## config.mk

```make
export PLATFORM = sky130hd
export DESIGN_NAME = hilo_multiplier
export DESIGN_NICKNAME = d
export VERILOG_FILES = /design/src/rtl/hilo_multiplier.sv
export SDC_FILE = /design/constraint.sdc
export NUM_CORES = 1
export LEC_CHECK = 0
export ABC_AREA = 1
export BUFFER_PORTS_ARGS = -buffer_cell sky130_fd_sc_hd__buf_4
export CORE_UTILIZATION = 50
export DETAILED_ROUTE_END_ITERATION = 10
export GPL_TIMING_DRIVEN = 0
export PLACE_DENSITY = 0.68
export SETUP_SLACK_MARGIN = 0.02
export SKIP_LAST_GASP = 1
export SYNTH_ARGS = -nofsm -noshare
export SYNTH_HDL_FRONTEND = slang
export SYNTH_SLANG_ARGS = --single-unit
```

## constraint.sdc

```tcl
create_clock -name clk -period 10.3 [get_ports clk]
set_input_delay 2.06 -clock clk [delete_from_list [all_inputs] [get_ports clk]]
set_output_delay 2.06 -clock clk [all_outputs]
set_load 0.02 [all_outputs]
```

## src/rtl/hilo_multiplier.sv

```systemverilog
// Hi/Lo multiply unit: iterative unsigned shift-add MULTU with MFHI/MFLO readback.
module hilo_multiplier #(
  parameter int unsigned WIDTH = 32
) (
  input  logic             clk,
  input  logic             reset,
  input  logic [WIDTH-1:0] dataA,
  input  logic [WIDTH-1:0] dataB,
  input  logic [5:0]       Signal,
  output logic [WIDTH-1:0] Output,
  output logic             Busy
);

  localparam int unsigned CW = (WIDTH > 1) ? $clog2(WIDTH) : 1;
  localparam int unsigned PW = 2 * WIDTH + 1;

  localparam logic [5:0] SIG_MULTU = 6'd25;
  localparam logic [5:0] SIG_MFHI  = 6'd16;
  localparam logic [5:0] SIG_MFLO  = 6'd18;

  localparam logic [1:0] IDLE = 2'd0;
  localparam logic [1:0] MUL  = 2'd1;
  localparam logic [1:0] DONE = 2'd2;

  localparam logic [CW-1:0] LAST_ITER = CW'(WIDTH - 1);

  logic [1:0]       state;
  logic [1:0]       state_nx;
  logic             armed;
  logic             start;
  logic [CW-1:0]    counter;
  logic [PW-1:0]    product;
  logic [PW-1:0]    step;
  logic [WIDTH:0]   sum;
  logic [WIDTH-1:0] mcand;
  logic [WIDTH-1:0] hi;
  logic [WIDTH-1:0] lo;

  // A new multiply needs Signal to have left MULTU since the last start
  assign start = (state == IDLE) && (Signal == SIG_MULTU) && armed;

  // One shift-add step: conditional add into the upper half with carry, then shift right
  assign sum  = {1'b0, product[2*WIDTH-1:WIDTH]} + {1'b0, mcand};
  assign step = product[0] ? {sum, product[WIDTH-1:0]} : product;

  // State register
  always_ff @(posedge clk or posedge reset) begin
    if (reset) state <= IDLE;
    else       state <= state_nx;
  end

  // Next-state logic
  always_comb begin
    state_nx = state;
    case (state)
      IDLE:    if (start) state_nx = MUL;
      MUL:     if (counter == LAST_ITER) state_nx = DONE;
      DONE:    state_nx = IDLE;
      default: state_nx = IDLE;
    endcase
  end

  // Rearm flag: cleared on start, set whenever Signal is not MULTU
  always_ff @(posedge clk or posedge reset) begin
    if (reset)                   armed <= 1'b1;
    else if (start)              armed <= 1'b0;
    else if (Signal != SIG_MULTU) armed <= 1'b1;
  end

  // Multiply datapath: operand latch, iteration counter and product/carry register
  always_ff @(posedge clk or posedge reset) begin
    if (reset) begin
      mcand   <= '0;
      product <= '0;
      counter <= '0;
    end else if (start) begin
      mcand   <= dataA;
      product <= {(WIDTH + 1)'(0), dataB};
      counter <= '0;
    end else if (state == MUL) begin
      product <= step >> 1;
      counter <= counter + CW'(1);
    end
  end

  // Hi/Lo commit, only in DONE
  always_ff @(posedge clk or posedge reset) begin
    if (reset) begin
      hi <= '0;
      lo <= '0;
    end else if (state == DONE) begin
      hi <= product[2*WIDTH-1:WIDTH];
      lo <= product[WIDTH-1:0];
    end
  end

  // MFHI/MFLO readback mux
  always_comb begin
    Output = '0;
    if (Signal == SIG_MFHI)      Output = hi;
    else if (Signal == SIG_MFLO) Output = lo;
  end

  assign Busy = (state != IDLE);

endmodule

```

* Word level (Yosys, flattened, before mapping)
Cells that the tools add are included.
Word-level totals: register bits 169, input port bits 72, output and inout port bits 33, word-level logic and storage cells 37
Operators by class: add/subtract/negate cells 2, equality and inequality tests 9, multiplexer cells 12, reduce and logical (&&, ||, !) cells 7
Operators with widths (number):
- 65-bit two-way mux | 3
- 32-bit two-way mux | 2
- 32-bit by 32-bit adder with 33-bit output | 1
- 6-bit by 5-bit == test with 1-bit output (second input constant) | 3
- 5-bit two-way mux | 2
- 6-bit by 5-bit != test with 1-bit output (second input constant) | 1
- 2-bit nonzero test | 3
- 5-bit by 1-bit adder with 5-bit output (second input constant) | 1
- 5-bit == test (second input constant) | 1
- 2-bit two-way mux | 2
- 2-bit != test (second input constant) | 2
- 2-bit case mux with 2 select lines | 1
- 2-bit by 1-bit == test with 1-bit output (second input constant) | 1
- 2-bit == test (second input constant) | 1
- 1-bit logical AND | 2
- 2-bit zero test | 1
- 1-bit two-way mux | 2
- 2-bit AND reduction | 1

* Depth between registers and ports, before layout
depth after elaboration 5, depth in mapped cells 13, gate-level depth less buffers 13

* Worst setup path after synthesis
Ideal clock, no wire load.
path type input port to output port, from input port Signal[2], to output port Output[10], data arrival time 2.931 ns, required time 8.240 ns, slack 5.309 ns, cell stages on the path 4, buffers on the path 1, cell sequence nor2_1 > nand4_1 > clkbuf_1 > o22ai_1
Between the ends: longest elaborated chain between the ends 3, elaborated cells on any way between the ends 4
RTL lines:
- start: declaration | RTL line 9 | input logic [5:0] Signal,
- 6-bit by 5-bit == test with 1-bit output | RTL line 101 | else if (Signal == SIG_MFLO) Output = lo;
- 32-bit two-way mux | RTL line 101
- 32-bit two-way mux (*) | RTL line 100 | if (Signal == SIG_MFHI) Output = hi;
- end: declaration | RTL line 10 | output logic [WIDTH-1:0] Output,
Every way passes the cells marked *; elsewhere a longest branch is shown, timed or not.

* Final worst setup path
from input port Signal[2], to output port Output[22]
Same word-level chain as after synthesis.

==> metrics.md <==
| Metric | Value |
|---|---|
| Critical path endpoint category | output port |
| Avg Vias per Cell | 5.08 |
| Post-synth EDFFs | 0 |
| Total Wirelength | 25600 µm |
| Fmax | 183 MHz |
| Die area | 19800 µm² |
| Synth area leaders | dfrtp_1 43%, nand2_1 18%, inv_1 9.7%, o21ai_0 5.1%, ha_1 4.4% |
| Maximum clock path buffer count | 2 |
| Filler Cells Inserted | 1808 |
| Synth top area share | 43.5% |
| Drt initial violations | 599 |
| Leak Pwr | 0.00636 µW |
| RSZ-0062 raised after global routing | no |
| Ys flop type | dfrtp_1 |
| Crit start category | input port |
| Final Hold Fails | 0 |
| Util after Layout | 60.1% |
| Drt first pass iters | 4 |
| DP Cell Count | 1668 |
| Slew @ Worst Pin | 0.672 ns |
| CP dominant cell by count | buf_4 |
| Row cnt | 50 |
| Clock transition at path regs | 0.06 ns |
| Residual DRC | 0 |
| Critical Path RT | 8.24 ns |
| Unique masters post-synth | 36 |
| Die Wd | 141 µm |
| Die height | 141 µm |
| Count of yosys warnings during synthesis | 0 |
| CP max-delay cell | clkbuf_1 |
| Setup violators final | 0 |
| CTS Buf Count | 17 |
| Critical Path Fanout Max | 10 |
| Post-CTS sizing | 0 |
| Post-synthesis sequential area ratio | 43.8% |
| Nets | 1560 |
| Routability cong. | 0.922 |
| Via total after detailed routing | 8629 |
| Final Cycle Share | 53.0% |
| Arrival @ worst endpoint | 3.39 ns |
| I/O pin total | 105 |
| Clk Latency, worst-skew pair | 0.44 ns |
| Clk_skew | 0.00925 ns |
| Detailed-route wire length per cell | 15.1 µm |
| Tot Pwr | 2260 µW |
| Layout cells sized above 1 | 11.1% |
| List of most frequent post-synthesis cells | 463 x nand2_1, 249 x inv_1, 167 x dfrtp_1, 97 x o21ai_0, 55 x a21oi_1 |
| Slew margin rel. | 55.2% |
| Synth Instances | 1329 |
| CTS Sinks | 168 |
| Slowest cell delay on critical path | 0.32 ns |
| Met3 usage | 3.74% |
| CTS tree | done |
| Slew Limit Fails | 0 |
| H-Tree Depth | 4 |
| Largest net degree at the start of global routing | 94 |
| CTS root buf | clkbuf_16 |
| Final Critical Period | 5.45 ns |
| Global Route met1 Usage | 38.9% |
| Setup Crit Path Kind | input port to output port |
| Hold Buf Count CTS | 0 |
| Hold crit path type | flip-flop to flip-flop |
| First-pass GRT wire length | 41300 µm |
| Final ANT Viol Nets | 0 |
| Outcome | finished, final reports clean |
| Finished Layout Cells | 1699 |
| DP Wirelength | 19800 µm |
| Maximum VDD drop | 0.132 mV |
| Grt peak-use layer | met2 |
| ANT cells | 0 |
| Hold slack | 0.484 ns |
| #FFs+latches synth | 168 |
| Pwr dens | 200 nW/µm² |
| CORE AREA | 18800 µm² |
| Syn Area/Cell | 7.23 µm² |
| GRT Resource Usage Total | 27.1% |
| Ys async rst share | 100% |
| Met2 Use GR | 42.7% |
| Initial antenna violation count | 0 |
| Yosys top cell by area | dfrtp_1 |
| Setup_tns | 0 ns |
| Number of buffers added on ports | 104 |
| Vias in the first global route | 8058 |
| Syn_nets | 1436 |
| CP cell instances | buf_4 -> nor2_1 -> nand4_1 -> clkbuf_1 -> o22ai_1 -> buf_4 |
| Post-CTS setup repair buffer count | 0 |
| Initial Util | 51.2% |
| Remaining global-route overflow | 0 |
| Maxcap violations | 0 |
| Mapped Area | 9610 µm² |
| Most common cell in the netlist | nand2_1 |
| Synth-to-Final Area Change | 17.4% |
-- report_power, final --
group          switching (µW)  total (µW)  internal [µW]
clock                     284         623            339
combinational             496         753            257
sequential               91.1         885            794
-- per-layer routing --
| metal | vias to the layer above | routed length (µm) | part of all wire, % |
|---|---|---|---|
| met4 | 0 | 512 | 2.0 |
| li1 | 4429 | - | - |
| met3 | 39 | 1140 | 4.4 |
| met5 | - | 0 | 0 |
| met2 | 220 | 11500 | 45 |
| met1 | 3941 | 12500 | 49 |
-- path summary, 6_finish.rpt --
path                          endpoint  cells after the start         from  slack, ns
min reg2reg                     hi[22]                      2       hi[22]       0.48
max in group asynchronous    mcand[21]                      3        reset       7.76
min in group asynchronous     mcand[7]                      2        reset       1.68
max                         Output[22]                      6    Signal[2]       4.85
max reg2reg                product[47]                     10  product[32]       7.94
min                             hi[22]                      2       hi[22]       0.48
-- cells by family (layout without fill, tap and decap cells) --
family / count (synthesis) / in the layout / share of synthesized area, %
flip-flops: 168 / 168 / 43.8
buffers and inverters: 301 / 437 / 12.4
XOR/XNOR: 14 / 14 / 1.28
AND/OR/NAND/NOR: 583 / 583 / 24.1
AO/OA/AOI/OAI: 228 / 228 / 13.9
adder cells (fa/ha/maj): 35 / 35 / 4.63
-- registers in the layout, summed over array words and instances (netlist names) --
| name | count |
|---|---|
| state | 2 |
| mcand | 32 |
| hi | 32 |
| product | 64 |
| counter | 5 |
| lo | 32 |
| armed | 1 |
-- critical path: cells and delay by family --
kind                   cells  cell delay (ns)
buffers and inverters      3             0.63
and+or+nand+nor            2             0.44
AOI/OAI and AO/OA          1             0.25
-- metrics by stage --
stage	setup slack, ns	instance area [µm²]
floorplan	3.69	9610
global placement	1.72	10700
detailed placement	4.86	10700
CTS	4.86	11300
global route	4.76	11300
finish	4.85	11300
-- cell usage in the layout, fill, tap and decap left out, types with 4 or more instances in the layout --
cell type / n
inv_6: 5
o221ai_1: 31
buf_6: 6
clkbuf_1: 30
xor2_1: 12
nand2_1: 463
clkbuf_16: 17
nor3_1: 4
buf_2: 10
nand3_1: 50
nand4_1: 4
o21ai_0: 97
buf_4: 104
nor2_1: 52
o22ai_1: 34
dfrtp_1: 167
inv_1: 248
ha_1: 34
o21bai_1: 4
a21oi_1: 55
-- final cells by class --
class                           instances  area [µm²]  area share [%]
Buffer                                 49         243            2.15
Clock buffer                           18         429            3.80
Clock inverter                         13         136            1.21
Inverter                              252         953            8.45
Multi-Input combinational cell        860        4220            37.4
Sequential cell                       168        4210            37.3
Tap cell                              234         293            2.59
Timing Repair Buffer                  105         808            7.16
Note: power is estimated with default switching activity, not from simulation.
